## src/rtl/regfile_pkg.sv

```systemverilog
// Shared register-file constants and types for the writeback path.
package regfile_pkg;
  localparam int unsigned XLEN     = 32;
  localparam int unsigned AW       = 5;
  localparam int unsigned NUM_REGS = 2 ** AW;

  typedef logic [AW-1:0]   reg_addr_t;
  typedef logic [XLEN-1:0] xlen_t;
endpackage

```

## src/rtl/regfile_wb_arbiter_rr_arbiter.sv

```systemverilog
// Combinational round-robin arbiter: the search starts just after ptr and wraps.
module rr_arbiter #(
  parameter int unsigned N  = 3,
  parameter int unsigned PW = (N > 1) ? $clog2(N) : 1
) (
  input  logic [N-1:0]  req,
  input  logic [PW-1:0] ptr,
  output logic [N-1:0]  gnt
);
  logic [PW-1:0] idx;
  logic          found;

  always_comb begin
    gnt   = '0;
    idx   = '0;
    found = 1'b0;
    for (int unsigned k = 1; k <= N; k++) begin
      idx = PW'((32'(ptr) + k) % N);
      if (!found && req[idx]) begin
        gnt[idx] = 1'b1;
        found    = 1'b1;
      end
    end
  end
endmodule

```

## src/rtl/regfile_wb_arbiter.sv

```systemverilog
// Round-robin share of the register-file write port plus the RAW busy scoreboard.
module regfile_wb_arbiter
  import regfile_pkg::*;
#(
  parameter int unsigned N_REQ = 3,
  parameter int unsigned XLEN  = regfile_pkg::XLEN,
  parameter int unsigned AW    = regfile_pkg::AW
) (
  input  logic                    clk,
  input  logic                    reset,
  input  logic [N_REQ-1:0]        wb_valid,
  input  logic [N_REQ*AW-1:0]     wb_addr,
  input  logic [N_REQ*XLEN-1:0]   wb_data,
  output logic [N_REQ-1:0]        wb_ready,
  output logic                    reg_write,
  output logic [AW-1:0]           rd_addr,
  output logic [XLEN-1:0]         rd_data,
  input  logic                    iss_valid,
  input  logic [AW-1:0]           iss_rd,
  input  logic [AW-1:0]           rs1_addr,
  input  logic [AW-1:0]           rs2_addr,
  output logic                    rs1_busy,
  output logic                    rs2_busy,
  input  logic                    flush
);
  localparam int unsigned PW    = (N_REQ > 1) ? $clog2(N_REQ) : 1;
  localparam int unsigned NREGS = 2 ** AW;

  logic [PW-1:0]    last_q, last_d;
  logic             reg_write_q, reg_write_d;
  logic [AW-1:0]    rd_addr_q, rd_addr_d;
  logic [XLEN-1:0]  rd_data_q, rd_data_d;
  logic [NREGS-1:0] busy_q, busy_d;

  logic [N_REQ-1:0] arb_req;
  logic [N_REQ-1:0] gnt;
  logic             xfer;
  logic [PW-1:0]    gnt_idx;
  logic [AW-1:0]    sel_addr;
  logic [XLEN-1:0]  sel_data;

  // Flush withholds every grant so nothing is consumed that cycle.
  assign arb_req = flush ? '0 : wb_valid;

  rr_arbiter #(.N(N_REQ), .PW(PW)) u_arb (
    .req (arb_req),
    .ptr (last_q),
    .gnt (gnt)
  );

  always_comb begin
    gnt_idx  = '0;
    sel_addr = '0;
    sel_data = '0;
    for (int unsigned i = 0; i < N_REQ; i++) begin
      if (gnt[i]) begin
        gnt_idx  = PW'(i);
        sel_addr = wb_addr[i*AW +: AW];
        sel_data = wb_data[i*XLEN +: XLEN];
      end
    end
    xfer = |gnt;
  end

  always_comb begin
    last_d      = xfer ? gnt_idx : last_q;
    reg_write_d = xfer && (sel_addr != '0);
    rd_addr_d   = reg_write_d ? sel_addr : rd_addr_q;
    rd_data_d   = reg_write_d ? sel_data : rd_data_q;

    // Clear on write, then set on issue so a same-cycle re-issue stays pending.
    busy_d = busy_q;
    if (reg_write_q) busy_d[rd_addr_q] = 1'b0;
    if (iss_valid)   busy_d[iss_rd]    = 1'b1;
    if (flush)       busy_d            = '0;
    busy_d[0] = 1'b0;
  end

  always_ff @(posedge clk or posedge reset) begin
    if (reset) begin
      last_q      <= PW'(N_REQ - 1);
      reg_write_q <= 1'b0;
      rd_addr_q   <= '0;
      rd_data_q   <= '0;
      busy_q      <= '0;
    end else begin
      last_q      <= last_d;
      reg_write_q <= reg_write_d;
      rd_addr_q   <= rd_addr_d;
      rd_data_q   <= rd_data_d;
      busy_q      <= busy_d;
    end
  end

  assign wb_ready  = gnt;
  assign reg_write = reg_write_q;
  assign rd_addr   = rd_addr_q;
  assign rd_data   = rd_data_q;
  assign rs1_busy  = busy_q[rs1_addr];
  assign rs2_busy  = busy_q[rs2_addr];
endmodule

```

## config.mk

```make
export PLATFORM = sky130hd
export DESIGN_NAME = regfile_wb_arbiter
export DESIGN_NICKNAME = d
export VERILOG_FILES = /design/src/rtl/regfile_pkg.sv /design/src/rtl/regfile_wb_arbiter_rr_arbiter.sv /design/src/rtl/regfile_wb_arbiter.sv
export SDC_FILE = /design/constraint.sdc
export NUM_CORES = 1
export LEC_CHECK = 0
export BUFFER_PORTS_ARGS = -buffer_cell sky130_fd_sc_hd__buf_2
export CAP_MARGIN = 30
export CORE_MARGIN = 4
export CORE_UTILIZATION = 45
export DETAILED_ROUTE_END_ITERATION = 12
export GPL_TIMING_DRIVEN = 0
export PLACE_DENSITY = 0.88
export REMOVE_ABC_BUFFERS = 1
export SYNTH_ARGS = -nofsm -noshare
export SYNTH_HDL_FRONTEND = slang
export SYNTH_SLANG_ARGS = --single-unit
```

## constraint.sdc

```tcl
create_clock -name clk -period 3.1 [get_ports clk]
set_clock_uncertainty 0.2 [all_clocks]
set_input_delay 0.31 -clock clk [delete_from_list [all_inputs] [get_ports clk]]
set_output_delay 0.31 -clock clk [all_outputs]
set_load 0.01 [all_outputs]
```

==> summary.txt <==
Synth
  – Post-Syn Area: 0.004644 mm^2
  – Compound-Gate Fraction of Synth Area: 20.69%
  – Synth top area share: 37.72%
  – Seq/Total Area, Yosys: 38.28%
  – Multiplexer area fraction after synthesis: 17.48%
  – Post-synth EDFFs: 0
  – Post-synth top area cell: dfrtp_1
  – Synth Area in Adders: 1.078%
  – Main synth FF type: dfrtp_1
  – Yosys cell types: 48
  – Largest family of logic cells by synthesized area: compound AO/OA/AOI/OAI gates
  – Syn_area_per_cell: 8.847 um^2
  – Seq cells post-synth: 71
  – Cells after Synth: 525
  – Async SR Flop Fraction: 100.0%
  – Post-Synth XOR/XNOR Area: 0%
  – Yosys warnings: 0
  – Area contributors post-synth: dfrtp_1 38%, nand2_1 9.3%, mux4_2 8.7%
  – Synth Area in Simple Gates: 14.60%

Die
  – Die Wd: 109.6 um
  – Io pins: 176
  – Initial Utilization: 46.87%
  – Core Area: 0.009910 mm^2
  – Die height: 109.6 um
  – Die footprint: 0.01201 mm^2
  – Row cnt: 36

Finish
  – Fill cells: 816
  – Syn-to-layout area delta: 38.36%
  – Fin area: 0.006426 mm^2
  – Net count reported at finish: 858
  – Layout cells sized above 1: 40.50%

Power and ir drop
  – Internal: 3.299 mW
  – Gate power share: 65.2%
  – Sequential share of power: 23.6%
  – PwrDens: 892.7 mW/mm^2
  – Switching power: 2.438 mW
  – Clock power frac: 11.2%
  – Lkg Pwr: 3.070 nW
  – Switch share: 42.50%
  – Worst VDD drop: 606.0 uV

Critical path
  – Arrival time worst endpoint: 3.20 ns
  – Critical path type: reg2reg
  – Critical Path RT: 3.18 ns
  – Critical path fanouts, max: 8
  – R2R depth: 12
  – Crit. End Element: flop
  – Crit start category: flop

Timing
  – Final Setup Violations: 2
  – Fin. max-slew vios: 0
  – Period minus WS final: 3.118 ns
  – Final WS setup: -0.01831 ns
  – Unrepaired setup endpoints after global routing: true
  – Max Freq: 320.7 MHz
  – Worst rel slew slack: 32.65%
  – Final period util: 100.6%
  – Endpoints failing hold: 0
  – Worst Tran Pin Value: 1.008 ns

Flow run
  – Max-capacitance violation count: 0

Drt
  – Residual DRC count: 0
  – Wire per inst: 19.36 um
  – Drt total wl: 16650 um
  – Vias per cell: 5.774
  – Vias: 4966
  – DRT iter0 DRCs: 356
  – Post-route ant nets: 0
  – First-pass DRT Iterations: 5

Clock network
  – Number of buffers created by CTS: 9
  – H-tree depth: 3
  – Worst-path clk slew: 0.08 ns
  – Clk sink count: 71
  – CTS tree: done
  – Later-pin clock latency in the skew report: 0.35 ns
  – Root buf cell: clkbuf_8
  – Clk buf depth: 2

Outcome
  – Outcome: finished, violations left
  – Failing checks: negative setup slack

Hold path
  – Worst Hold Path Cells: 3
  – Hold crit path type: in2reg

GRT
  – Overall routing resource usage: 26.21%
  – Antenna violations before repair: 1
  – Largest net degree at the start of global routing: 72
  – Total global routing overflow: 0
  – Global-route wire length before repair: 24070 um
  – Vias in the first global route: 4804

Placement
  – Gpl congestion: 0.8833
  – DP Worst Slack: -1.121 ns
  – Post-DP HPWL: 10330 um
  – Number of port buffers: 175
  – Placed cell area: 0.005578 mm^2
layout by cell type (no fill, tap or decap), types with 2 or more instances in the layout:
cell type and n:
o21ai_2 2, o2bb2ai_1 4, nand3_1 2, mux2_1 2
nor2_1 7, nand2_1 114, inv_2 4, clkbuf_16 4
o21bai_1 2, o22ai_2 2, a21oi_1 33, o211a_1 4
clkinvlp_4 2, and3_1 2, buf_6 4, dfrtp_1 69
o211ai_1 33, and3b_1 3, mux4_2 18, clkbuf_8 9
buf_12 5, o21ai_0 65, clkinv_2 5, nand2b_1 2
nor2_4 2, mux2i_1 34, inv_4 2, a211o_2 2
nand3b_1 8, buf_2 174, or3b_2 2, ha_4 3
buf_4 27, nor2_2 2, mux2_2 2, buf_16 2
inv_1 35, nor3b_1 4
area by class of cell:
cell class                 count  area, um^2  area share [%]
antenna                        1       2.502         0.03894
clock buffer                   9       123.9           1.928
clock inverter                 7       40.04          0.6231
inverter                      42       188.9           2.940
multi-input combinational    377        2683           41.74
sequential                    71        1779           27.69
tap                          133       166.4           2.590
timing repair buffer         219        1431           22.27
timing repair inverter         1       11.26          0.1752
cell usage after synthesis (all sizes together), types with 2 or more instances:
master   count
clkbuf      20
o211ai      33
mux2         5
inv         42
and3         2
nand2b       2
o2bb2ai      5
nand3b       8
mux2i       35
buf         19
o21ai       68
nand2      115
o22ai        2
nor2        11
and3b        3
o211a        4
nor3b        4
or3b         3
dfrtp       70
o21bai       2
nand3        2
a21oi       33
nor3         2
mux4        18
ha           4
cells by family (layout without fill, tap and decap cells):
logic type	after synthesis	in the layout
AO/OA/AOI/OAI	157	159
AND/OR/NAND/NOR	154	156
buffers and inverters	81	278
flip-flops	71	71
multiplexers	58	58
adder cells (fa/ha/maj)	4	4
other	0	1
power by group through the flow:
stage / Sequential [mW] / Clock [mW] / Combinational, mW
global route: 1.38 / 0.700 / 4.01
detailed placement: 1.34 / 0 / 2.64
global placement: 1.33 / 0 / 2.23
finish: 1.35 / 0.641 / 3.74
floorplan: 1.40 / 0 / 1.62
CTS: 1.34 / 0.660 / 3.11
path summary, 6_finish.rpt:
kind	from	end	slack, ns
setup / recovery	last_q[1]$_DFFE_PP1P_	rd_data[17]$_DFFE_PP0P_	-0.02
hold / removal	wb_addr[10]	rd_addr[0]$_DFFE_PP0P_	0.05
setup reg to reg	last_q[1]$_DFFE_PP1P_	rd_data[17]$_DFFE_PP0P_	-0.02
hold reg to reg	rd_data[31]$_DFFE_PP0P_	rd_data[31]$_DFFE_PP0P_	0.32
max in group asynchronous	reset	last_q[0]$_DFFE_PP0P_	1.59
min in group asynchronous	reset	rd_data[7]$_DFFE_PP0P_	0.50
worst max-delay path, cell delays in order (launching register included):
cell       delay [ns]
dfstp_2          0.60
inv_4            0.07
ha_4             0.18
mux2i_2          0.16
o21ai_2          0.24
a32oi_2          0.16
or2_4            0.29
buf_12           0.15
o21a_4           0.22
nor3_4           0.23
buf_8            0.17
clkbuf_16        0.17
mux2i_1          0.19
metrics by stage:
| step | power (mW) | hold WS, ns | setup TNS [ns] | instances | utilization, % |
|---|---|---|---|---|---|
| after floorplan | 3.019 | 0.1731 | -89.37 | 486 | - |
| after global placement | 3.564 | 0.3049 | -143.93 | 794 | 55.29 |
| after detailed placement | 3.980 | 0.3159 | -34.95 | 798 | 56.29 |
| after CTS | 5.107 | 0.02280 | 0 | 833 | 61.00 |
| after global routing | 6.086 | 0.04721 | -3.768 | 860 | 64.85 |
| final | 5.736 | 0.04907 | -0.02037 | 860 | 64.85 |
timing repair:
action / CTS / global route
buffers inserted: 13 / 21
hold buffers: 1 / 0
hold endpoints to repair: 70 / 0
cloned: 5 / 5
gates resized for setup: 28 / 22
pin swaps: 7 / 13
setup endpoints to repair: 41 / 38
flip-flops by register name, indices dropped and copies added (netlist names):
name	cells
last_q	2
rd_addr	5
reg_write	1
rd_data	32
busy_q	31
routing by layer:
layer / vias up / GRT usage, % / part of all wire [%]
met4: 0 / 9.439 / 2.9
li1: 2240 / - / -
met1: 2348 / 31.25 / 36
met3: 42 / 7.399 / 10
met5: - / 0 / 0
met2: 336 / 45.12 / 51
Power figures use the tool's default switching activity.
